===== src/rtl/cache_pkg.sv =====
// Shared types and geometry helpers for the direct-mapped data cache.
// Latency: n/a (types and constant functions only).
// Backpressure: n/a.
package cache_pkg;

    // Controller state: idle, load-miss fill, store write-through.
    typedef enum logic [1:0] {
        IDLE  = 2'd0,
        FILL  = 2'd1,
        WRITE = 2'd2
    } cache_state_t;

    // Index bits select one of num_sets one-word lines.
    function automatic int idx_width(input int num_sets);
        return $clog2(num_sets);
    endfunction

    // Tag is everything above the index; the two byte-offset bits are dropped.
    function automatic int tag_width(input int addr_width, input int num_sets);
        return addr_width - 2 - $clog2(num_sets);
    endfunction

endpackage


===== src/rtl/cache_line_array.sv =====
// Line storage (valid, tag, data) for the direct-mapped cache.
// Latency: combinational read by index; writes land on the rising edge.
// Backpressure: none; a write is accepted whenever wr_en is high.
//
// Ports:
//   clk, rst            clock and synchronous active-high reset (clears valid bits)
//   rd_idx              read index
//   rd_vld/rd_tag/rd_dat line contents at rd_idx
//   wr_en/wr_idx        write strobe and index; the written line becomes valid
//   wr_tag/wr_dat       tag and data written
module cache_line_array
    import cache_pkg::*;
#(
    parameter int Data_Width = 32,
    parameter int Addr_Width = 32,
    parameter int Num_Sets   = 8,
    localparam int Idx_Width = idx_width(Num_Sets),
    localparam int Tag_Width = tag_width(Addr_Width, Num_Sets)
) (
    input  logic                  clk,
    input  logic                  rst,
    input  logic [Idx_Width-1:0]  rd_idx,
    output logic                  rd_vld,
    output logic [Tag_Width-1:0]  rd_tag,
    output logic [Data_Width-1:0] rd_dat,
    input  logic                  wr_en,
    input  logic [Idx_Width-1:0]  wr_idx,
    input  logic [Tag_Width-1:0]  wr_tag,
    input  logic [Data_Width-1:0] wr_dat
);

    logic [Num_Sets-1:0]   valid;
    logic [Tag_Width-1:0]  tag_mem  [Num_Sets];
    logic [Data_Width-1:0] data_mem [Num_Sets];

    // Reset only needs to clear the valid bits; tag/data contents are don't-care
    // until a line is filled.  Reset wins over a coincident write.
    always_ff @(posedge clk) begin
        if (rst) begin
            valid <= '0;
        end else if (wr_en) begin
            valid[wr_idx] <= 1'b1;
        end
    end

    always_ff @(posedge clk) begin
        if (wr_en && !rst) begin
            tag_mem[wr_idx]  <= wr_tag;
            data_mem[wr_idx] <= wr_dat;
        end
    end

    assign rd_vld = valid[rd_idx];
    assign rd_tag = tag_mem[rd_idx];
    assign rd_dat = data_mem[rd_idx];

endmodule


===== src/rtl/data_cache_ctrl.sv =====
// Direct-mapped, write-through, no-write-allocate data cache controller.
// Latency: load hit 0 cycles; load miss / store stall N+1 cycles for an ack on the Nth request cycle.
// Backpressure: Stall holds the datapath; backing memory is req/ack, one request outstanding.
//
// Ports:
//   clk, rst                   clock, synchronous active-high reset
//   MemRead/MemWrite           load/store request (store wins when both are high)
//   Addr/WriteData             byte address (bits [1:0] ignored) and store data
//   ReadData                   load result, 0 unless an idle-state load hits
//   Stall                      datapath must hold its request while high
//   MemReq/MemWe/MemAddr/MemWData   backing-memory request, driven from state
//   MemRData/MemAck            backing-memory read data and one-cycle completion
//   HitCount/MissCount         present only when CACHE_STATS_EN is defined
module data_cache_ctrl
    import cache_pkg::*;
#(
    parameter int Data_Width = 32,
    parameter int Addr_Width = 32,
    parameter int Num_Sets   = 8
) (
    input  logic                  clk,
    input  logic                  rst,
    input  logic                  MemRead,
    input  logic                  MemWrite,
    input  logic [Addr_Width-1:0] Addr,
    input  logic [Data_Width-1:0] WriteData,
    output logic [Data_Width-1:0] ReadData,
    output logic                  Stall,
    output logic                  MemReq,
    output logic                  MemWe,
    output logic [Addr_Width-1:0] MemAddr,
    output logic [Data_Width-1:0] MemWData,
    input  logic [Data_Width-1:0] MemRData,
    input  logic                  MemAck
`ifdef CACHE_STATS_EN
    ,
    output logic [31:0]           HitCount,
    output logic [31:0]           MissCount
`endif
);

    localparam int Idx_Width = idx_width(Num_Sets);
    localparam int Tag_Width = tag_width(Addr_Width, Num_Sets);

    cache_state_t state, state_nxt;

    logic [Idx_Width-1:0]  idx;
    logic [Tag_Width-1:0]  tag;
    logic                  line_vld;
    logic [Tag_Width-1:0]  line_tag;
    logic [Data_Width-1:0] line_dat;
    logic                  hit;
    logic                  line_we;
    logic [Data_Width-1:0] line_wdat;
    logic                  xact_done;
    logic                  load_req;
    logic                  store_req;
    logic                  addr_lsb_unused;

    assign idx             = Addr[2 +: Idx_Width];
    assign tag             = Addr[Addr_Width-1 -: Tag_Width];
    assign addr_lsb_unused = ^Addr[1:0];
    assign hit             = line_vld && (line_tag == tag);

    // The datapath keeps its request asserted in the cycle right after an ack
    // (Stall has only just fallen).  xact_done marks that cycle so the held
    // store is not issued a second time and the held load is not counted twice.
    always_ff @(posedge clk) begin
        if (rst) begin
            xact_done <= 1'b0;
        end else begin
            xact_done <= (state != IDLE) && MemAck;
        end
    end

    assign store_req = MemWrite && !xact_done;
    assign load_req  = MemRead && !MemWrite;

    // Fill writes the whole line; a store only touches a line it already owns.
    assign line_we   = !rst && MemAck &&
                       ((state == FILL) || ((state == WRITE) && hit));
    assign line_wdat = (state == FILL) ? MemRData : WriteData;

    cache_line_array #(
        .Data_Width (Data_Width),
        .Addr_Width (Addr_Width),
        .Num_Sets   (Num_Sets)
    ) u_lines (
        .clk    (clk),
        .rst    (rst),
        .rd_idx (idx),
        .rd_vld (line_vld),
        .rd_tag (line_tag),
        .rd_dat (line_dat),
        .wr_en  (line_we),
        .wr_idx (idx),
        .wr_tag (tag),
        .wr_dat (line_wdat)
    );

    // State register.
    always_ff @(posedge clk) begin
        if (rst) begin
            state <= IDLE;
        end else begin
            state <= state_nxt;
        end
    end

    // Next-state logic.
    always_comb begin
        state_nxt = state;
        case (state)
            IDLE: begin
                if (store_req) begin
                    state_nxt = WRITE;
                end else if (load_req && !hit) begin
                    state_nxt = FILL;
                end
            end
            FILL, WRITE: begin
                if (MemAck) begin
                    state_nxt = IDLE;
                end
            end
            default: state_nxt = IDLE;
        endcase
    end

    // Outputs.  Memory-side signals decode the state register only; Addr and
    // WriteData pass through because the datapath holds them while stalled.
    always_comb begin
        MemReq   = 1'b0;
        MemWe    = 1'b0;
        MemAddr  = '0;
        MemWData = '0;
        Stall    = 1'b0;
        ReadData = '0;
        case (state)
            IDLE: begin
                Stall = store_req || (load_req && !hit);
                if (load_req && hit) begin
                    ReadData = line_dat;
                end
            end
            FILL: begin
                MemReq  = 1'b1;
                MemAddr = {Addr[Addr_Width-1:2], 2'b00};
                Stall   = 1'b1;
            end
            WRITE: begin
                MemReq   = 1'b1;
                MemWe    = 1'b1;
                MemAddr  = {Addr[Addr_Width-1:2], 2'b00};
                MemWData = WriteData;
                Stall    = 1'b1;
            end
            default: ;
        endcase
        if (rst) begin
            Stall    = 1'b0;
            ReadData = '0;
        end
    end

`ifdef CACHE_STATS_EN
    // One count per request: the post-fill hit cycle belongs to the miss.
    always_ff @(posedge clk) begin
        if (rst) begin
            HitCount  <= '0;
            MissCount <= '0;
        end else begin
            if ((state == IDLE) && load_req && hit && !xact_done) begin
                HitCount <= HitCount + 32'd1;
            end
            if ((state == IDLE) && (state_nxt == FILL)) begin
                MissCount <= MissCount + 32'd1;
            end
        end
    end
`endif

endmodule

===== config.mk =====
export PLATFORM = sky130hd
export DESIGN_NAME = data_cache_ctrl
export DESIGN_NICKNAME = d
export VERILOG_FILES = /design/src/rtl/cache_pkg.sv /design/src/rtl/cache_line_array.sv /design/src/rtl/data_cache_ctrl.sv
export SDC_FILE = /design/constraint.sdc
export NUM_CORES = 1
export LEC_CHECK = 0
export ABC_AREA = 1
export CAP_MARGIN = 20
export CORE_MARGIN = 2
export CORE_UTILIZATION = 35
export DETAILED_ROUTE_END_ITERATION = 10
export PLACE_DENSITY = 0.5
export RECOVER_POWER = 100
export SYNTH_ARGS = -nofsm -noshare
export SYNTH_HDL_FRONTEND = slang
export SYNTH_HIERARCHICAL = 1
export SYNTH_SLANG_ARGS = --single-unit

===== constraint.sdc =====
create_clock -name clk -period 7.7 [get_ports clk]
set_clock_uncertainty 0.2 [all_clocks]
set_input_delay 1.54 -clock clk [delete_from_list [all_inputs] [get_ports clk]]
set_output_delay 1.54 -clock clk [all_outputs]
set_load 0.005 [all_outputs]

### After elaboration in Yosys (flattened, before gate mapping)

Memories as Yosys holds them, arrays and structs flattened.
Index checks and enable logic that the tools add are counted.
Widths: inputs -> output; s select.

| storage, ports and cells | value |
|---|---|
| input bits | 101 |
| output and inout bits | 99 |
| word-level logic and storage cells | 54 |
| memories | 2 |
| RAM bits | 472 |
| register bits | 11 |

Memories:

| memory | words | width | rd ports | clocked after Yosys merged registers in | write ports | RTL line | text |
|---|---|---|---|---|---|---|---|
| u_lines.data_mem | 8 | 32 | 1 | 0 | 1 | cache_line_array.sv:34 | `logic [Data_Width-1:0] data_mem [Num_Sets];` |
| u_lines.tag_mem | 8 | 27 | 1 | 0 | 1 | cache_line_array.sv:33 | `logic [Tag_Width-1:0] tag_mem [Num_Sets];` |

| cells by class | value |
|---|---|
| mux-type cells | 20 |
| bitwise logic cells | 1 |
| magnitude comparators | 2 |
| equal/unequal tests | 5 |
| reductions and logical operators | 21 |

Operators by type and width:

| kind | number |
|---|---|
| $mux 32 | 6 |
| $eq 27x27->1 | 1 |
| $logic_and 1x1->1 | 11 |
| $or 8x8->8 | 1 |
| $mux 1 | 7 |
| $mux 2 | 3 |
| $logic_not 1->1 | 4 |
| $lt 3x4->1 const B | 1 |
| $pmux 2 s2 | 1 |
| $bmux 1 s3 | 1 |
| $demux 1 s3 | 1 |
| $ge 3x1->1 const B | 1 |
| $ne 3x3->1 const B | 1 |
| $eq 2x1->1 const B | 1 |
| $eq 2x2->1 const B | 1 |
| $logic_not 2->1 | 1 |
| $logic_or 1x1->1 | 2 |
| $ne 2x1->1 const B | 1 |
| $pmux 1 s2 | 1 |
| $reduce_and 2->1 | 1 |
| $reduce_bool 2->1 | 1 |
| $reduce_or 2->1 | 1 |

### Longest topological paths before layout

| depth | value |
|---|---|
| word-level depth | 9 |
| mapped depth | 23 |
| gate-level depth less buffers | 20 |

### Cells and area by module

The synthesis kept the hierarchy.

Modules (own cells, without submodules):

| module | times used | cells an instance | area each (sq um) | seq. area each (sq um) |
|---|---|---|---|---|
| cache_line_array | 1 | 2,103 | 20,957.6 | 14,333.7 |
| data_cache_ctrl | 1 | 460 | 2,210.9 | 60.1 |

### Worst setup path before layout

Ideal clock, no wire load.

| path | value |
|---|---|
| path kind | input -> register |
| start point | input port Addr[2] |
| end point | memory u_lines.data_mem[0][0] (enable) |
| data required time | 7.024 ns |
| library setup time | 0.476 ns |
| cell stages on the path | 22 |
| setup slack | 1.188 ns |
| arrival time | 5.835 ns |
| cells stage by stage | buf_4 -> buf_4 -> buf_2 -> nand2_1 -> nand3_1 -> nand2_1 -> nand2_1 -> nand2_1 -> inv_1 -> nand2_1 -> o21ai_0 -> nor2_1 -> nand2_1 -> nor2_1 -> nand2_1 -> nor2_2 -> a21oi_1 -> nor3_1 -> inv_1 -> nor2_1 -> nand2_1 -> nor2_1 |

| on the way | value |
|---|---|
| longest elaborated chain between the ends | 9 |
| elaborated cells between the ends (all ways) | 11 |
| classes of those cells | 1 x eq/ne; 4 x mux; 5 x reduce/logical; 1 x memory |

RTL lines:

| item | RTL line | text |
|---|---|---|
| start, declared | data_cache_ctrl.sv:25 | `input logic [Addr_Width-1:0] Addr,` |
| $mem_v2 8x27 | -- |  |
| via line_tag[15] | data_cache_ctrl.sv:50 | `logic [Tag_Width-1:0] line_tag;` |
| $eq 27x27->1 | data_cache_ctrl.sv:63 | `assign hit = line_vld && (line_tag == tag);` |
| $logic_and 1x1->1 | data_cache_ctrl.sv:63 |  |
| $logic_and 1x1->1 | data_cache_ctrl.sv:81 | `((state == FILL) \|\| ((state == WRITE) && hit));` |
| $logic_or 1x1->1 | data_cache_ctrl.sv:81 |  |
| $logic_and 1x1->1 | data_cache_ctrl.sv:80 | `assign line_we = !rst && MemAck &&` |
| via line_we | data_cache_ctrl.sv:53 | `logic line_we;` |
| $logic_and 1x1->1 | cache_line_array.sv:47 | `if (wr_en && !rst) begin` |
| $mux 1 | cache_line_array.sv:47 |  |
| $mux 1 (implied by the code) | cache_line_array.sv:49 | `data_mem[wr_idx] <= wr_dat;` |
| end, declared | cache_line_array.sv:34 |  |

The timed path passes the listed nets, and every way through them passes these cells. The select of a mux whose other input is x is not followed.

### Final worst setup path

| path | value |
|---|---|
| start point | input port Addr[2] |
| end point | output port ReadData[25] |

| on the way | value |
|---|---|
| longest elaborated chain between the ends | 7 |
| elaborated cells between the ends (all ways) | 10 |
| classes of those cells | 1 x eq/ne; 5 x mux; 2 x reduce/logical; 2 x memory |

RTL lines:

| item | RTL line | text |
|---|---|---|
| $mem_v2 8x27 | -- |  |
| via line_tag[22] | data_cache_ctrl.sv:50 |  |
| $eq 27x27->1 | data_cache_ctrl.sv:63 |  |
| $logic_and 1x1->1 | data_cache_ctrl.sv:63 |  |
| $logic_and 1x1->1 | data_cache_ctrl.sv:142 | `if (load_req && hit) begin` |
| $mux 32 | data_cache_ctrl.sv:142 |  |
| $mux 32 | data_cache_ctrl.sv:139 | `case (state)` |
| $mux 32 | data_cache_ctrl.sv:160 | `if (rst) begin` |
| end, declared | data_cache_ctrl.sv:27 | `output logic [Data_Width-1:0] ReadData,` |

The timed path passes the listed nets, and every way through them passes these cells. The select of a mux whose other input is x is not followed.

==> reports/qor.txt <==
Status: finished, violations left
Failing checks: max-capacitance violations, max-slew violations
Leak: 13.0 nW
Max Buffers Root-to-Sink: 3
Post-synth EDFFs: 472
Worst Hold Class: register to register
Num CTS Buffers: 54
Power per cell area: 213 nW/µm²
Cell taking the most area after synthesis: edfxtp_1
Setup CP Type: input pin to primary output
# resized after CTS: 0
Clock insertion delay at the later pin of the skew report: 0.60 ns
Routed wire per std cell: 16.4 µm
RSZ-0062 raised after global routing: false
CTS tree: yes
Synth Cell Area: 23200 µm²
Gr usage total: 17.5%
Final net count: 2845
Tot Pwr: 5.88 mW
Chip width: 261 µm
Initial Util: 35.3%
Layout Area Growth over Synthesis: 18.8%
Post-CTS Setup Inserts: 0
Detail Placement HPWL: 33.0 mm
GRT overflow: 0
Inst Count DP: 3548
Std-Cell Core Area: 65600 µm²
Peak VDD IR: 0.147 mV
Synth top area share: 61.2%
Port bufs: 195
Setup TNS: 0 ns
CP Buf/Inv Count: 5
Vias per inst: 4.53
Gpl congestion: 0.822
Mapped Avg Cell Area: 9.04 µm²
Crit path max fanout: 181
Distinct cells, synth: 29
Total I/O pin count: 200
Minimum clock period: 6.88 ns
Crit path DAT: 5.14 ns
Hold Buf Count CTS: 0
Post-synthesis register bit count: 483
Sequential cell area: 14400 µm²
Largest net degree at the start of global routing: 182
Slowest stage cell, crit path: buf_12
Crit-path leading delay family: buffers and inverters
H-Tree Level Count: 2
Post-Synthesis Cells: 2563
Final worst path period share: 89.3%
Vias in the first global route: 15800
Worst slew pin tran: 2.33 ns
Maximum clock rate: 145 MHz
Hold Violations, Final: 0
Async set-reset flop share out of synthesis: 0%
Rows: 94
Multi-input gate area: 5850 µm²
Largest cells by area after synthesis: edfxtp_1 61%, nand2_1 16%, inv_1 9.8%
DRC viols: 0
Synth warn: 6
Non-filler cells, final: 3650
Max-Cap Viols: 13
FILL cells: 6351
Total die area: 68300 µm²
Drt pass-1 iters: 5
CP endpoint kind: primary output
Initial antenna violation count: 4
Via count: 16600
Setup crit start kind: input pin
Drt first-iter violations: 1102
Final ANT Viol Nets: 0
Cell Chain, Critical Path: buf_6 > clkinvlp_2 > buf_12 > nand2_1 > nand3_1 > nand2_1 > nand2_1 > nand2_1 > xnor2_1 > nand3_1 > nor2_1 > nand3_1 > nor2_1 > nand2_2 > clkbuf_1 > nor2_1 > dlygate4sd3_1
DRT Wirelength: 60.0 mm
Fin worst setup slack: 0.822 ns
Clock Sinks: 483
Setup WS pre-CTS: 1.02 ns
Required @ worst endpoint: 5.96 ns
First-pass GRT wire length: 91.0 mm
Slew Limit Fails: 460
Sequential cell area fraction in the yosys report: 62.1%
Layout cell share with drive strength beyond 1: 4.24%
Clock tree root driver cell: clkbuf_16
Max stage delay on crit path: 0.68 ns
Clock Pin Slew Worst Setup and Hold Paths: 0.06 ns
Die height: 261 µm
Most used cell, CP: nand2_1
Final setup viols: 0
Max_slew headroom: -55.4%
Main synth FF type: edfxtp_1
## cell usage in the layout, fill, tap and decap left out, types with 2 or more instances in the layout
cell type        instances
ha_1                     4
o21ai_0                  8
clkinv_1                13
clkbuf_1                24
o21ai_1                  2
nor2_4                   7
nor2_1                  58
inv_1                  605
clkinvlp_4               2
nor3_1                   3
nand3_1                249
nand4_1                  4
clkbuf_8                 4
mux2_1                  32
dlygate4sd3_1          111
o22ai_1                  8
buf_4                   17
clkinv_2                 9
bufinv_16                3
xnor2_1                  8
clkbuf_2                 8
dfxtp_1                 11
conb_1                   2
a21oi_1                  3
edfxtp_1               472
clkbuf_16               55
buf_12                   4
clkdlybuf4s50_1         81
nand2_1                967
## cells by family (layout without fill, tap and decap cells)
group                    after synthesis  count (layout)  synth area share (%)
multiplexers                          32              32                  1.56
AO/OA/AOI/OAI                         21              21                 0.497
adder cells (fa/ha/maj)                4               4                 0.216
XOR/XNOR                               9               9                 0.340
AND/OR/NAND/NOR                     1292            1292                  22.5
other                                  1               3                0.0162
buffers and inverters                721             942                  12.7
flip-flops                           483             483                  62.1
## cell type report
| type | instances | area share [%] |
|---|---|---|
| tap | 864 | 3.93 |
| antenna | 1 | 0.00909 |
| timing repair buffer | 232 | 8.06 |
| clock buffer | 74 | 5.40 |
| multi-input combinational | 1360 | 21.2 |
| inverter | 609 | 8.32 |
| sequential | 483 | 52.3 |
| clock inverter | 27 | 0.741 |
## routing by layer
layer  vias up  routed length, µm  global-route usage, %  share of wire [%]
met1      7891              26300                   22.9                 44
met3        83               3490                   3.41                5.8
met5         -                 34                      0              0.057
met2       365              29100                   30.0                 48
li1       8206                  -                      -                  -
met4         6               1110                   4.06                1.8
## Yosys cell counts, types with 2 or more instances
cell	count
xnor2_1	8
ha_1	4
edfxtp_1	472
nand2_1	967
o21ai_1	2
buf_6	15
inv_1	607
nor3_1	3
clkbuf_1	28
nor2_1	55
nand4_1	4
mux2_2	32
nand3_1	249
buf_4	18
dfxtp_1	11
buf_2	50
o22ai_1	8
nor2_2	10
o21ai_0	8
a21oi_1	3
## registers in the layout (all words and copies together), names as in the netlist
| signal | cells |
|---|---|
| u_lines/data_mem | 256 |
| u_lines/tag_mem | 216 |
| u_lines/valid | 8 |
| state | 2 |
| xact_done | 1 |
## worst reg2reg max path, cell delays in order (launching register included)
cell      delay (ns)
dfxtp_1         0.34
inv_1           0.09
ha_1            1.56
a21oi_1         0.06
nor3_1          0.21
inv_1           0.06
nor2_1          0.14
nand2_1         0.29
nor2_1          1.25
clkbuf_1        0.81
## final timing paths
check                                  to  cells past startpoint             start  slack (ns)
setup reg to reg  u_lines/data_mem[6][24]                      9          state[1]        2.31
hold reg to reg          u_lines/valid[2]                      2  u_lines/valid[2]        0.28
setup / recovery             ReadData[25]                     17           Addr[2]        0.82
hold / removal           u_lines/valid[2]                      2  u_lines/valid[2]        0.28
## where the power goes
part / switching (mW) / total (mW) / internal, mW
sequential: 0.00144 / 2.90 / 2.90
clock: 1.02 / 2.46 / 1.44
combinational: 0.328 / 0.516 / 0.187
## metrics by stage
stage                     utilization [%]  hold slack (ns)  cell area, µm²
after global placement               39.6            0.266           26000
after CTS                            42.2            0.280           27700
after detailed placement             39.6            0.270           26000
after floorplan                         -            0.258           23200
final                                41.9            0.285           27500
after global routing                 41.9            0.315           27500
Note: power is estimated with default switching activity, not from simulation.
